===== src/rtl/fifo_wr_arbiter.sv =====
// rtl/fifo_wr_arbiter.sv - round-robin burst arbiter sharing one FIFO write port
//
// Purpose: grants one of NUM_REQ producers the FIFO write port for a burst of
// up to MAX_BURST words, then releases for one IDLE cycle and re-arbitrates
// round-robin starting after the last owner.
// Optional feature macro: FIFO_ARB_PRIO_EN (producer 0 wins every arbitration
// it takes part in; bursts are never pre-empted).
//
// Ports:
//   clk_i           system clock, rising edge
//   rst_i           synchronous active-high reset
//   req_i           per-producer valid
//   req_data_i      producer i word in [i*DATA_W +: DATA_W]
//   ack_o           one-hot, producer word written this cycle
//   fifo_full_i     FIFO full flag
//   fifo_wr_en_o    FIFO write enable
//   fifo_data_in_o  FIFO write data (0 in IDLE)
//   busy_o          high while in BURST
//   owner_o         current or last owner index
module fifo_wr_arbiter #(
    parameter int NUM_REQ   = 4,
    parameter int DATA_W    = 8,
    parameter int MAX_BURST = 4
) (
    input  logic                      clk_i,
    input  logic                      rst_i,
    input  logic [NUM_REQ-1:0]        req_i,
    input  logic [NUM_REQ*DATA_W-1:0] req_data_i,
    output logic [NUM_REQ-1:0]        ack_o,
    input  logic                      fifo_full_i,
    output logic                      fifo_wr_en_o,
    output logic [DATA_W-1:0]         fifo_data_in_o,
    output logic                      busy_o,
    output logic [2:0]                owner_o
);

    typedef enum logic {
        S_IDLE  = 1'b0,
        S_BURST = 1'b1
    } state_t;

    localparam logic [2:0] LAST_IDX  = 3'(NUM_REQ - 1);
    localparam logic [3:0] LAST_BEAT = 4'(MAX_BURST - 1);

    state_t      state_q, state_d;
    logic [2:0]  owner_q, owner_d;
    logic [2:0]  rr_ptr_q, rr_ptr_d;
    logic [3:0]  burst_cnt_q, burst_cnt_d;

    // Requests zero-padded to 8 bits so 3-bit indices select directly.
    logic [7:0]        req_pad;
    logic              owner_req;
    logic [DATA_W-1:0] owner_data;
    logic              rr_found;
    logic [2:0]        rr_winner;
    logic [2:0]        winner;
    logic              accept;
    logic              release_now;

    assign req_pad   = 8'(req_i);
    assign owner_req = req_pad[owner_q];

    always_comb begin
        owner_data = '0;
        for (int i = 0; i < NUM_REQ; i++) begin
            if (owner_q == 3'(i)) begin
                owner_data = req_data_i[i*DATA_W +: DATA_W];
            end
        end
    end

    // Ascending search from rr_ptr, wrapping by compare against NUM_REQ-1.
    always_comb begin
        logic [2:0] idx;
        rr_found  = 1'b0;
        rr_winner = rr_ptr_q;
        idx       = rr_ptr_q;
        for (int k = 0; k < NUM_REQ; k++) begin
            if (!rr_found && req_pad[idx]) begin
                rr_found  = 1'b1;
                rr_winner = idx;
            end
            idx = (idx == LAST_IDX) ? 3'd0 : idx + 3'd1;
        end
    end

`ifdef FIFO_ARB_PRIO_EN
    assign winner = req_pad[0] ? 3'd0 : rr_winner;
`else
    assign winner = rr_winner;
`endif

    // Reset gates the write path combinationally so nothing leaks during rst.
    assign accept = (state_q == S_BURST) && owner_req && !fifo_full_i && !rst_i;

    always_comb begin
        ack_o = '0;
        for (int i = 0; i < NUM_REQ; i++) begin
            if (accept && (owner_q == 3'(i))) begin
                ack_o[i] = 1'b1;
            end
        end
    end

    assign fifo_wr_en_o   = accept;
    assign fifo_data_in_o = (state_q == S_BURST) ? owner_data : '0;
    assign busy_o         = (state_q == S_BURST);
    assign owner_o        = owner_q;

    always_comb begin
        state_d     = state_q;
        owner_d     = owner_q;
        rr_ptr_d    = rr_ptr_q;
        burst_cnt_d = burst_cnt_q;
        release_now = 1'b0;
        case (state_q)
            S_IDLE: begin
                if (|req_i) begin
                    owner_d     = winner;
                    burst_cnt_d = 4'd0;
                    state_d     = S_BURST;
                end
            end
            S_BURST: begin
                // A dropped request ends the burst even while the FIFO is full.
                if (!owner_req) begin
                    release_now = 1'b1;
                end else if (!fifo_full_i) begin
                    burst_cnt_d = burst_cnt_q + 4'd1;
                    if (burst_cnt_q == LAST_BEAT) begin
                        release_now = 1'b1;
                    end
                end
            end
            default: state_d = S_IDLE;
        endcase
        if (release_now) begin
            state_d  = S_IDLE;
            rr_ptr_d = (owner_q == LAST_IDX) ? 3'd0 : owner_q + 3'd1;
        end
    end

    always_ff @(posedge clk_i) begin
        if (rst_i) begin
            state_q     <= S_IDLE;
            owner_q     <= 3'd0;
            rr_ptr_q    <= 3'd0;
            burst_cnt_q <= 4'd0;
        end else begin
            state_q     <= state_d;
            owner_q     <= owner_d;
            rr_ptr_q    <= rr_ptr_d;
            burst_cnt_q <= burst_cnt_d;
        end
    end

endmodule


===== config.mk =====
export PLATFORM = sky130hd
export DESIGN_NAME = fifo_wr_arbiter
export DESIGN_NICKNAME = d
export VERILOG_FILES = /design/src/rtl/fifo_wr_arbiter.sv
export SDC_FILE = /design/constraint.sdc
export NUM_CORES = 1
export LEC_CHECK = 0
export BUFFER_PORTS_ARGS = -buffer_cell sky130_fd_sc_hd__clkbuf_2
export CAP_MARGIN = 20
export CORE_MARGIN = 3
export CORE_UTILIZATION = 40
export DETAILED_ROUTE_END_ITERATION = 7
export HOLD_SLACK_MARGIN = 0.15
export PLACE_DENSITY_LB_ADDON = 0.1
export SLEW_MARGIN = 15
export SYNTH_ARGS = -nofsm -noshare
export SYNTH_HDL_FRONTEND = slang
export SYNTH_SLANG_ARGS = --single-unit

===== constraint.sdc =====
create_clock -name clk_i -period 5.83 [get_ports clk_i]
set_clock_uncertainty 0.15 [all_clocks]
set_input_delay 1.166 -clock clk_i [delete_from_list [all_inputs] [get_ports clk_i]]
set_output_delay 1.166 -clock clk_i [all_outputs]
set_load 0.005 [all_outputs]

# Word-level counts from Yosys, hierarchy flattened
# Index checks and enable logic that the tools add are counted.
# word_totals
regBits,11
latch_bits,0
ram_bits,0
mem_bits_ro,0
out_inout_bits,17
word_cells,84
n_memories,0
# op_classes
addsub,5
mul,0
n_div,0
order_cmp,5
n_eq_ne,10
n_shift,0
mux,39
bitwise,1
n_reduce_logical,20
# op_table
cell,count
2-to-1 mux 8 bit,5
2-to-1 mux 3 bit,7
< comparator 3 x 4 -> 1 bit (second input constant),5
2-to-1 mux 1 bit,18
binary-select mux 1 bit (select 3 bit),5
equality test 3 x 2 -> 1 bit (second input constant),5
adder 3 x 1 -> 3 bit (second input constant),4
2-to-1 mux 4 bit,3
logical AND 1 bit,10
case mux 4 bit (2 select lines),1
zero test 1 bit,5
adder 4 x 1 -> 4 bit (second input constant),1
equality test 4 x 2 -> 1 bit (second input constant),1
inequality test 2 bit (second input constant),2
OR reduction 4 bit,1
equality test 3 x 1 -> 1 bit (second input constant),1
zero test 3 bit,1
AND reduction 3 bit,1
inequality test 2 x 1 -> 1 bit (second input constant),1
AND reduction 2 bit,1
OR reduction 2 bit,1
NOT 1 bit,1

# Depth between registers and ports, before layout
# depth
ltp_word,12
mapped_depth,10

# Worst setup path before layout
# No wires, ideal clock.
# synth_path
kind,input -> output
startpoint,in req_i[3]
endpoint,out ack_o[0]
arrival_time_ns,2.008
required_ns,4.514
slack_ns,2.506
stages,4
n_path_buf,0
cell_sequence,mux4_2 -> nand2_1 -> nor2_1 -> and2_1
# synth_between
elab_chain_len,7
# synth_lines
item,line_no,rtl
"start, declared",27,"input logic [NUM_REQ-1:0] req_i,"
binary-select mux 1 bit (select 3 bit),61,assign owner_req = req_pad[owner_q];
2-to-1 mux 1 bit (not written as such),61,
logical AND 1 bit (3 in a row),94,assign accept = (state_q == S_BURST) && owner_req && !fifo_full_i && !rst_i;
via fifo_wr_en_o,31,"output logic fifo_wr_en_o,"
logical AND 1 bit,99,if (accept && (owner_q == 3'(i))) begin
2-to-1 mux 1 bit,99,
"end, declared",29,"output logic [NUM_REQ-1:0] ack_o,"
# The timed path passes the listed nets, and every way through them passes these cells. The select of a mux whose other input is x is not followed.

# Worst setup path after layout
# layout_path
startpoint,in req_i[0]
endpoint,out ack_o[0]
# layout_between
elab_chain_len,7
# layout_lines
item,line_no
binary-select mux 1 bit (select 3 bit),61
2-to-1 mux 1 bit (not written as such),61
logical AND 1 bit (3 in a row),94
logical AND 1 bit,99
2-to-1 mux 1 bit,99
# No other way between the ends. The select of a mux whose other input is x is not followed.

==> run metrics <==
leak pwr 0.000692 uW; fin crit period 3.67 ns; dpl cell area 1570 sq um; setup violators final 0; overall routing resource usage 0.198; placer congestion estimate 0.877; HP Class reg -> reg; DRT iter0 DRCs 100; Avg Synthesized Cell Area 7.57 sq um; CTS tree built; Routed Antenna Nets 0; RSZ-0062 raised after global routing false; largest family of logic cells by synthesized area simple AND/OR/NAND/NOR gates; Post-Route WL 3820 microns; fraction of layout instances using a drive strength above 1 0.315; Synth area leaders dfxtp_1, ha_1, a221oi_1; DIE HEIGHT 63.0 microns; R2R depth 8; Post-synth ARST share 0; Hold Path Depth 2; Hold Buf Count CTS 0; post-cts sizing count 0; Worst path max stage delay 0.51 ns; max cap viols 0; top-area cell type share of the netlist area 0.169; worst r2r src rr_ptr_q[0]; DIE AREA 3970 sq um; CP max-delay cell mux4_2; Post-Synth Adder-Cell Area 0.0769; Critical Path AT around 2.4 ns; top-count cell post-synth nor2_1; Port Buffer Count 55; Hold Slack 0.347 ns; Max Fclk between 0.2 and 0.3 GHz; status finished clean; detailed placement HPWL just over 3000 microns; most frequent cells after synthesis nor2_1, nor3_1, a21oi_1; Clock Sinks 11; grt met2 use 0.364; clk root buf clkbuf_4; via count around 1500; Pwr Density 204 nW/um^2; Crit Path Max Fanout 7; fin crit share 0.629; WS Path Type in -> out; Ports 56; Max Buffers Root-to-Sink 2; DRC Markers 0; vias in the first global route between 1000 and 1500; largest net degree at the start of global routing 18; max-slew violation count 0; GRT busiest layer met2; worst path bufs/invs 2; GR Util met1 0.227; met3 global-route usage 0.0486; first-pass GRT wire length between 6000 and 7000 microns; synth-to-layout area growth 23.0%; Seq/Total Area, Yosys 0.169; post-synthesis cell count 172; Ant. Diodes 0; Via density 5.53; final setup TNS 0 ns; Post-synth EDFFs 0; die width 63.0 microns; H-tree levels 1; Unique masters post-synth 50; Worst setup SP type input port; Worst-Margin Slew 0.604 ns; ys flop type dfxtp_1; area leader, netlist dfxtp_1; Num CTS Buffers 3; Yosys reg bits 11; Mapped Area between 1000 and 1500 sq um; final cell count without fillers roughly 260; Post-Synth Simple-Gate Area 0.334; flop2flop setup slack roughly 2.8 ns; Core Area 3080 sq um; Min-Delay Startpoint burst_cnt_q[1]; Slew headroom 0.594; family with the most delay on the worst path multiplexers; initial antenna violation count 0; FILL cells 331; post-CTS setup buffers 0; dpl cells about 260; hold worst-path end burst_cnt_q[1]; Total Nets Final 267; worst slack, placed 2.17 ns; complex-gate fraction of the synthesized area 0.243; starting density of the core 0.423; Mapped Nets 219; crit-path most repeated cell clkbuf_2; drt first pass iters 4; Clock Pin Slew Worst Setup and Hold Paths 0.07 ns; final worst slack between 2 and 2.5 ns; Yosys warnings 0; Peak VDD IR 0.0000787 V; fin area about 1600 sq um; clock latency on the worst-skew pair 0.27 ns; DR WL/cell 14.5 microns; multiplexer share of the synthesized area 0.0962; row count 20; GR Overflow Total 0; XOR/XNOR Fraction of Synth Area 0.0135; Req. time, crit path 4.51 ns; worst path cell trace clkbuf_2 -> mux4_2 -> nand2_1 -> nor2_1 -> and2_1 -> clkbuf_2; crit end category output port; reg-to-reg endpoint owner_o[1]; final hold viol count 0
==> layout by cell type (no fill, tap or decap), drive strengths merged, types with 6 or more instances in the layout <==
master / instances
clkbuf: 59
nor3: 14
nand3: 6
nor2b: 12
a221oi: 8
dfxtp: 11
nor2: 18
nand2: 10
a21oi: 13
ha: 8
inv: 8
==> layer usage <==
layer | wire [microns] | share of wire
met1 | 1650 | 0.43
met2 | 1890 | 0.50
met3 | 232 | 0.061
met4 | 46 | 0.012
met5 | 0 | 0
==> kinds of logic (layout without fill, tap and decap cells) <==
family	Yosys count	count (layout)
muxes	9	9
buffers and inverters	20	67
DFF	11	11
AOI/OAI and AO/OA	43	43
adders and majority gates	8	8
and+or+nand+nor	79	79
xor gates and xnor gates	2	2
==> worst max-delay path by stage <==
| stage | startpoint | to | slack (ns) | cells after the start |
|---|---|---|---|---|
| global placement | req_i[0] | ack_o[0] | 2.17 | 6 |
| CTS | req_i[0] | ack_o[1] | 2.16 | 6 |
| floorplan | req_i[3] | ack_o[0] | 2.51 | 4 |
| global route | owner_o[1] | fifo_data_in_o[6] | 1.97 | 8 |
| detailed placement | req_i[0] | ack_o[1] | 2.17 | 6 |
| finish | req_i[0] | ack_o[0] | 2.16 | 6 |
==> sequential cells by signal, indices dropped and copies added (netlist names) <==
name and flops:
owner_o 3, busy_o 1, rr_ptr_q 3, burst_cnt_q 4
==> power by group <==
| group | internal, uW | switching, uW |
|---|---|---|
| Combinational | 84.5 | 97.4 |
| Sequential | 80.2 | 11.3 |
| Clock | 26.5 | 26.4 |
| Total | 191 | 135 |
==> area by class of cell <==
cell class | count | area [sq um] | area share
clock buffers | 4 | 26.3 | 0.0164
inverters | 8 | 30.0 | 0.0188
multi-input cells | 141 | 993 | 0.621
flip-flops and latches | 11 | 220 | 0.138
well taps | 44 | 55.1 | 0.0344
repair buffers | 55 | 275 | 0.172
==> through the flow <==
step,power [uW],util
6_report,326,0.520
3_5_place_dp,275,0.511
3_3_place_gp,273,0.511
4_1_cts,329,0.520
2_1_floorplan,223,-
5_1_grt,355,0.520
==> worst reg2reg max path: stages (launching register included) <==
cell and delay [ns]:
dfxtp_1 0.68, inv_1 0.10, ha_1 0.54, mux2i_2 0.40, a21boi_1 0.13, or4b_1 0.49
o211ai_1 0.13, o311a_1 0.21, a2111oi_2 0.05
No activity file was read; power rests on OpenSTA's default activity.
